## config.mk

```make
export PLATFORM = sky130hd
export DESIGN_NAME = mat_tile_file
export DESIGN_NICKNAME = d
export VERILOG_FILES = /design/src/rtl/mat_tile_file.sv
export SDC_FILE = /design/constraint.sdc
export NUM_CORES = 2
export LEC_CHECK = 0
export CAP_MARGIN = 5
export CORE_ASPECT_RATIO = 0.8
export CORE_MARGIN = 2
export CORE_UTILIZATION = 39
export DETAILED_ROUTE_END_ITERATION = 8
export HOLD_SLACK_MARGIN = 0.1
export SYNTH_ARGS = -nofsm -noshare
export SYNTH_HDL_FRONTEND = slang
export SYNTH_SLANG_ARGS = --single-unit
```

## constraint.sdc

```tcl
create_clock -name clk -period 3.3 [get_ports clk]
set_clock_uncertainty 0.05 [all_clocks]
set_input_delay 0.66 -clock clk [delete_from_list [all_inputs] [get_ports clk]]
set_output_delay 0.66 -clock clk [all_outputs]
set_load 0.01 [all_outputs]
```

## src/rtl/mat_tile_file.sv

```systemverilog
// Accumulator tile register file: forwarded operand read, prioritised tile updates,
// and a snapshot-based row streamer for matrix stores.
module mat_tile_file #(
  parameter int NUM_TILES = 4,
  parameter int IDX_W     = 2
) (
  input  logic               clk,
  input  logic               rstn,
  input  logic [IDX_W-1:0]   rd_idx,
  output logic [127:0]       rd_data,
  input  logic               wr_en,
  input  logic [IDX_W-1:0]   wr_idx,
  input  logic [127:0]       wr_data,
  input  logic               zero_en,
  input  logic [IDX_W-1:0]   zero_idx,
  input  logic               ld_en,
  input  logic [IDX_W-1:0]   ld_idx,
  input  logic [1:0]         ld_row,
  input  logic [31:0]        ld_data,
  input  logic               st_req,
  input  logic [IDX_W-1:0]   st_idx,
  output logic               st_ack,
  output logic               busy,
  output logic               st_valid,
  input  logic               st_ready,
  output logic [31:0]        st_data,
  output logic [1:0]         st_row,
  output logic               st_last
);

  localparam logic ST_IDLE   = 1'b0;
  localparam logic ST_STREAM = 1'b1;

  logic [127:0] tiles_q [NUM_TILES];
  logic [127:0] tiles_d [NUM_TILES];

  logic         state_q, state_d;
  logic [1:0]   row_q, row_d;
  logic [127:0] shadow_q, shadow_d;
  logic         ack_q, ack_d;

  // Next-edge tile values; the same view feeds rd_data and the stream snapshot.
  always_comb begin
    for (int t = 0; t < NUM_TILES; t++) begin
      tiles_d[t] = tiles_q[t];
      if (zero_en && (zero_idx == IDX_W'(t))) begin
        tiles_d[t] = '0;
      end else if (wr_en && (wr_idx == IDX_W'(t))) begin
        tiles_d[t] = wr_data;
      end else if (ld_en && (ld_idx == IDX_W'(t))) begin
        tiles_d[t][{ld_row, 5'd0} +: 32] = ld_data;
      end
    end
  end

  assign rd_data = tiles_d[rd_idx];

  always_comb begin
    state_d  = state_q;
    row_d    = row_q;
    shadow_d = shadow_q;
    ack_d    = 1'b0;
    case (state_q)
      ST_IDLE: begin
        if (st_req) begin
          shadow_d = tiles_d[st_idx];
          row_d    = 2'd0;
          state_d  = ST_STREAM;
          ack_d    = 1'b1;
        end
      end
      default: begin
        if (st_ready) begin
          row_d = row_q + 2'd1;
          if (row_q == 2'd3) begin
            state_d = ST_IDLE;
          end
        end
      end
    endcase
  end

  always_ff @(posedge clk or negedge rstn) begin
    if (!rstn) begin
      for (int t = 0; t < NUM_TILES; t++) begin
        tiles_q[t] <= '0;
      end
      state_q  <= ST_IDLE;
      row_q    <= 2'd0;
      shadow_q <= '0;
      ack_q    <= 1'b0;
    end else begin
      for (int t = 0; t < NUM_TILES; t++) begin
        tiles_q[t] <= tiles_d[t];
      end
      state_q  <= state_d;
      row_q    <= row_d;
      shadow_q <= shadow_d;
      ack_q    <= ack_d;
    end
  end

  assign st_ack   = ack_q;
  assign st_valid = (state_q == ST_STREAM);
  assign busy     = (state_q == ST_STREAM);
  assign st_row   = row_q;
  assign st_data  = shadow_q[{row_q, 5'd0} +: 32];
  assign st_last  = st_valid && (row_q == 2'd3);

endmodule

```

==> Word-level counts from Yosys, hierarchy flattened <==
Index checks and enable logic that the tools add are counted.
{ "word_totals": {"regBits": 644, "latchBits": 0, "mem_bits_rw": 0, "mem_bits_ro": 0, "word_cells": 78, "mem_count": 0} }
{ "classes": {"addsub": 2, "multipliers": 0, "n_div": 0, "order_cmp": 2, "n_eq_ne": 11, "n_shift": 3, "muxes": 30, "n_bitwise": 3, "n_reduce_logical": 19} }
{ "ops": {"columns": ["operator", "n"], "rows": [
  ["128-bit two-way mux", 16],
  ["128-bit binary-select mux with 2-bit select", 2],
  ["128-bit bitwise mux", 4],
  ["32-bit by 9-bit variable shift with 128-bit output (first input constant)", 1],
  ["128-bit by 8-bit indexed part select with 32-bit output", 1],
  ["32-bit by 9-bit indexed part select with 128-bit output", 1],
  ["2-bit == test (second input constant)", 7],
  ["1-bit logical AND", 13],
  ["7-bit negator with 9-bit output", 1],
  ["2-bit by 1-bit == test with 1-bit output (second input constant)", 3],
  ["3-bit >= comparator (second input constant)", 2],
  ["2-bit zero test", 3],
  ["2-bit two-way mux", 3],
  ["2-bit inverter with 3-bit output", 2],
  ["1-bit two-way mux", 5],
  ["2-bit AND reduction", 2],
  ["2-bit by 1-bit adder with 2-bit output (second input constant)", 1],
  ["2-bit != test (second input constant)", 1],
  ["2-bit nonzero test", 1],
  ["1-bit inverter", 1]
]} }

==> Logic depth before layout (Yosys ltp) <==
{ "logic_depth": {"depth_word": 9, "mapped_depth": 13, "mapped_depth_nobuf": 7} }

==> Worst setup path before layout <==
Ideal clock, no wire load.
{ "synth_path": {"path_type": "input-to-output", "start": "input ld_row[0]", "end": "output rd_data[65]", "t_arrival_ns": 2.802, "required_time_ns": 2.590, "slack_ns": -0.212, "stages": 12, "cell_sequence": "buf_4 -> buf_6 -> buf_6 -> inv_1 -> ha_1 -> buf_2 -> clkbuf_1 -> nor4bb_2 -> mux2_2 -> nor2_1 -> or3_1 -> nand3_1"} }
{ "synth_between": {"elab_chain_cells": 9} }
{ "synth_lines": {"columns": ["element", "line", "text"], "rows": [
  ["start: declaration", "18", "input logic [1:0] ld_row,"],
  ["7-bit negator with 9-bit output *", "51", "tiles_d[t][{ld_row, 5'd0} +: 32] = ld_data;"],
  ["32-bit by 9-bit indexed part select with 128-bit output / 32-bit by 9-bit variable shift with 128-bit output (equally long branches)", "51", null],
  ["128-bit bitwise mux", "51", null],
  ["128-bit two-way mux", "50", "end else if (ld_en && (ld_idx == IDX_W'(t))) begin"],
  ["128-bit two-way mux", "48", "end else if (wr_en && (wr_idx == IDX_W'(t))) begin"],
  ["128-bit two-way mux", "46", "if (zero_en && (zero_idx == IDX_W'(t))) begin"],
  ["128-bit binary-select mux with 2-bit select *", "56", "assign rd_data = tiles_d[rd_idx];"],
  ["128-bit two-way mux (not written as such) * (2 in a row)", "56", null],
  ["end: declaration", "10", "output logic [127:0] rd_data,"]
]} }
Every way passes the cells marked *; elsewhere a longest branch is shown, timed or not. The select of a mux whose other input is x is not followed.

==> flow_summary.toml <==
[outcome]
status = "complete, but fails checks"
violations = "negative setup slack"

[clock_tree]
cts_tree = "done"
worstSkewPairLatency_ns = 0.65
cts_root_buf = "clkbuf_16"
path_clk_slew_ns = 0.06
clock-sinks = 644
cts_max_level = 3
cts_buffers = 77
clockBufferDepth = 3

[drt]
drt_first_iter_violations = 7616
post_drt_wl_per_cell_microns = 29.8
via_per_inst = 6.52
totalWireLength_microns = 235000
ant_nets = 0
drc_errors = 0
dr.pass1.iters = 7
dr_total_vias = 51400

[place]
dp.cells = 7268
place.gp.congestion = 0.952
placed_area_sq_mm = 0.0561
place_hpwl_microns = 142000
io_buffers = 344

[finish]
layout-drive-gt1-share_pct = 41.3
nNetsFinal = 6561
n_fill_cell = 8146
finalNonFillerCells = 7885
fin_area_sq_mm = 0.0663
syn_to_final_growth_pct = 61.8

[global_routing]
antenna_found_initial = 53
grt_pass1_vias = 47800
grt_max_degree = 129
grt_pass1_wl_microns = 324000
grt_overflow = 0
track_usage_pct = 40.5

[synthesis]
synth_edf_count = 0
yosysSeqAreaShare_pct = 39.3
yosys.area_share.adder_pct = 0.183
synth_top_family_by_area = "simple AND/OR/NAND/NOR gates"
syn-num-nets = 4992
avgSynthCellArea_sq_um = 8.52
netlist_area_sq_mm = 0.0410
ys.flop_type = "dfrtp_1"
synth_xor_area_share_pct = 0
synth-seq-cells = 644
synth_compound_area_share_pct = 21.6
async_reset_ff_share_pct = 100
synth_cells = 4807
synthMuxAreaShare_pct = 8.59
yosysUniqueCellTypes = 63
yosys.area_share.simple_pct = 24.2
yosys_warnings = 0

[floorplanning]
num_rows = 106
die_y_microns = 294
start_util_pct = 39.2
dieArea_sq_mm = 0.108
placeableCoreArea_sq_mm = 0.104
ioPinCount = 345
die_w_microns = 366

[power_and_ir_drop]
clkPwrFrac_pct = 25.1
power.share.combinational_pct = 40.5
p_seq_share_pct = 34.3
leakagePower_nw = 30.4
ir_worst_vdd_v = 0.000632
switching_share_pct = 37.8
switchingPower_mw = 13.2
powerDensity_mw_per_mm2 = 527
intPower_mw = 21.7

[setup_path]
max_stage_delay_ns = 0.36
path_max_fanout = 5
arrival_ns = 2.90
slowest_stage = "and4bb_2"
crit_buf_inv = 7
cp.required_ns = 2.59
crit_path_cell_trace = "buf_12 > inv_8 > ha_4 > buf_12 > buf_12 > buf_6 > and4bb_2 > mux2i_1 > a211oi_2 > a32oi_1 > o21ai_1 > buf_4 > buf_6"
path_class = "in2out"
worstSetupEndpointType = "output pin"
cp-start-kind = "input port"
cp_common_cell = "buf_12"
critical_path.top_delay_family = "buffers and inverters"

[sta]
setup-tns-final_ns = -14.60
final-hold-violation-count = 0
max_slew_margin_pct = 27.3
period_minus_slack_ns = 3.61
setup_viol = 118
worst_pin_slew_ns = 1.09
worst_slack_ns = -0.306
grt_setup_unrepaired = "true"
drv_slew = 0
fmax_mhz = 277
period_share_pct = 109

[min_path]
min_path_type = "in2async"

[flow_run]
maxCapViolCount = 0
worst reg2reg max path: stages, from the launching register on:
cell      delay (ns)
dfrtp_1         0.33
mux2i_1         0.10
buf_4           0.17
buf_4           0.12
buf_4           0.13
buf_6           0.11
buf_4           0.12
buf_6           0.11
buf_6           0.10
buf_4           0.12
buf_6           0.11
buf_6           0.10
buf_6           0.10
buf_6           0.11
buf_6           0.12
o221ai_2        0.21
a21oi_1         0.07
a311oi_1        0.28
per-stage QoR:
stage	hold slack, ns	power, mW	setup WS (ns)	utilization (%)
5_1_grt	0.442	35.7	-0.270	63.4
3_5_place_dp	0.480	23.3	-1.13	53.7
3_3_place_gp	0.473	23.2	-1.11	53.7
6_report	0.425	34.9	-0.306	63.5
2_1_floorplan	0.314	16.0	-0.0591	-
4_1_cts	0.428	33.1	-0.193	60.5
cell type report:
cell class | count | area [sq um] | area share [%]
Timing Repair Buffer | 1971 | 20000 | 30.2
Clock buffer | 115 | 2320 | 3.50
Tap cell | 1404 | 1760 | 2.65
Antenna cell | 52 | 130 | 0.196
Multi-Input combinational cell | 3618 | 25600 | 38.5
Inverter | 64 | 260 | 0.393
Sequential cell | 644 | 16100 | 24.3
Clock inverter | 17 | 145 | 0.219
cells in the final DEF, fill, tap and decap left out, drive strengths merged, types with 32 or more instances in the layout:
cell           count
buf             1733
nand2            805
dfrtp            644
nor2             546
a31oi            244
a21oi            233
mux2i            202
o21ai            189
a211oi           189
clkdlybuf4s50    184
nand3            145
clkbuf           135
a32oi            135
nor3             108
and2              94
o211ai            82
mux2              69
a221o             68
or2               68
or3               68
inv               65
and4bb            63
o221ai            59
diode             52
nor2b             40
and4b             40
o22ai             36
nor3b             33
mux4              32
synth_stat cells (all sizes together), types with 59 or more instances:
cell type,instances,share of area (%)
and4bb,63,1.9
inv,64,0.59
a221o,68,1.7
a31oi,244,4.3
dfrtp,644,39
a32oi,135,2.9
o211ai,82,1.5
or2,68,1.0
buf,183,2.7
a211oi,189,3.5
nor2,546,5.0
mux2,69,1.9
a21oi,233,2.9
o221ai,59,1.3
or3,68,1.0
nand3,145,1.8
nor3,108,1.4
nand2,805,7.4
clkbuf,299,2.7
mux2i,202,4.9
and2,94,1.4
o21ai,189,2.3
what timing repair did:
| item | in CTS | in global routing |
|---|---|---|
| pin swaps | 270 | 382 |
| buffers inserted | 316 | 105 |
| hold endpoints to repair | 5 | 0 |
| resized for setup | 886 | 523 |
| setup endpoints to repair | 153 | 168 |
| hold buffers | 1 | 0 |
| gates cloned | 31 | 11 |
path summary, 6_finish.rpt:
kind / depth (start not counted) / from / slack [ns] / endpoint
min in group clk: 2 / shadow_q[62] / 0.51 / shadow_q[62]
min reg2reg: 2 / shadow_q[62] / 0.51 / shadow_q[62]
max in group asynchronous: 3 / rstn / 1.68 / tiles_q[294]
max: 13 / ld_row[1] / -0.31 / rd_data[127]
min: 2 / rstn / 0.42 / tiles_q[401]
max reg2reg: 17 / tiles_q[5] / 0.64 / shadow_q[5]
registers in the layout, indices dropped and copies added, names as in the netlist:
name,flops
tiles_q,512
st_row,2
shadow_q,128
busy,1
st_ack,1
routing by layer:
metal / vias up / GRT usage [%] / routed length [microns]
met5: - / 0 / 451
met4: 42 / 27.8 / 19500
met3: 1280 / 14.9 / 36200
met2: 4574 / 57.7 / 95400
met1: 24700 / 50.8 / 83500
li1: 20800 / - / -
power by group through the flow:
stage	sequential [mW]	clock [mW]	combinational [mW]
final	12.0	8.79	14.2
after global routing	11.9	9.04	14.8
after CTS	11.6	8.75	12.8
after detailed placement	11.7	0	11.6
after global placement	11.7	0	11.5
after floorplan	10.3	0	5.65
cell families (layout without fill, tap and decap cells):
| kind of cell | count (synthesis) | after routing |
|---|---|---|
| adders and majority gates | 6 | 6 |
| other | 0 | 52 |
| buffers and inverters | 546 | 2167 |
| and+or+nand+nor | 2043 | 2044 |
| muxes | 303 | 303 |
| AOI/OAI and AO/OA | 1265 | 1265 |
| DFF | 644 | 644 |
Power figures use the tool's default switching activity.
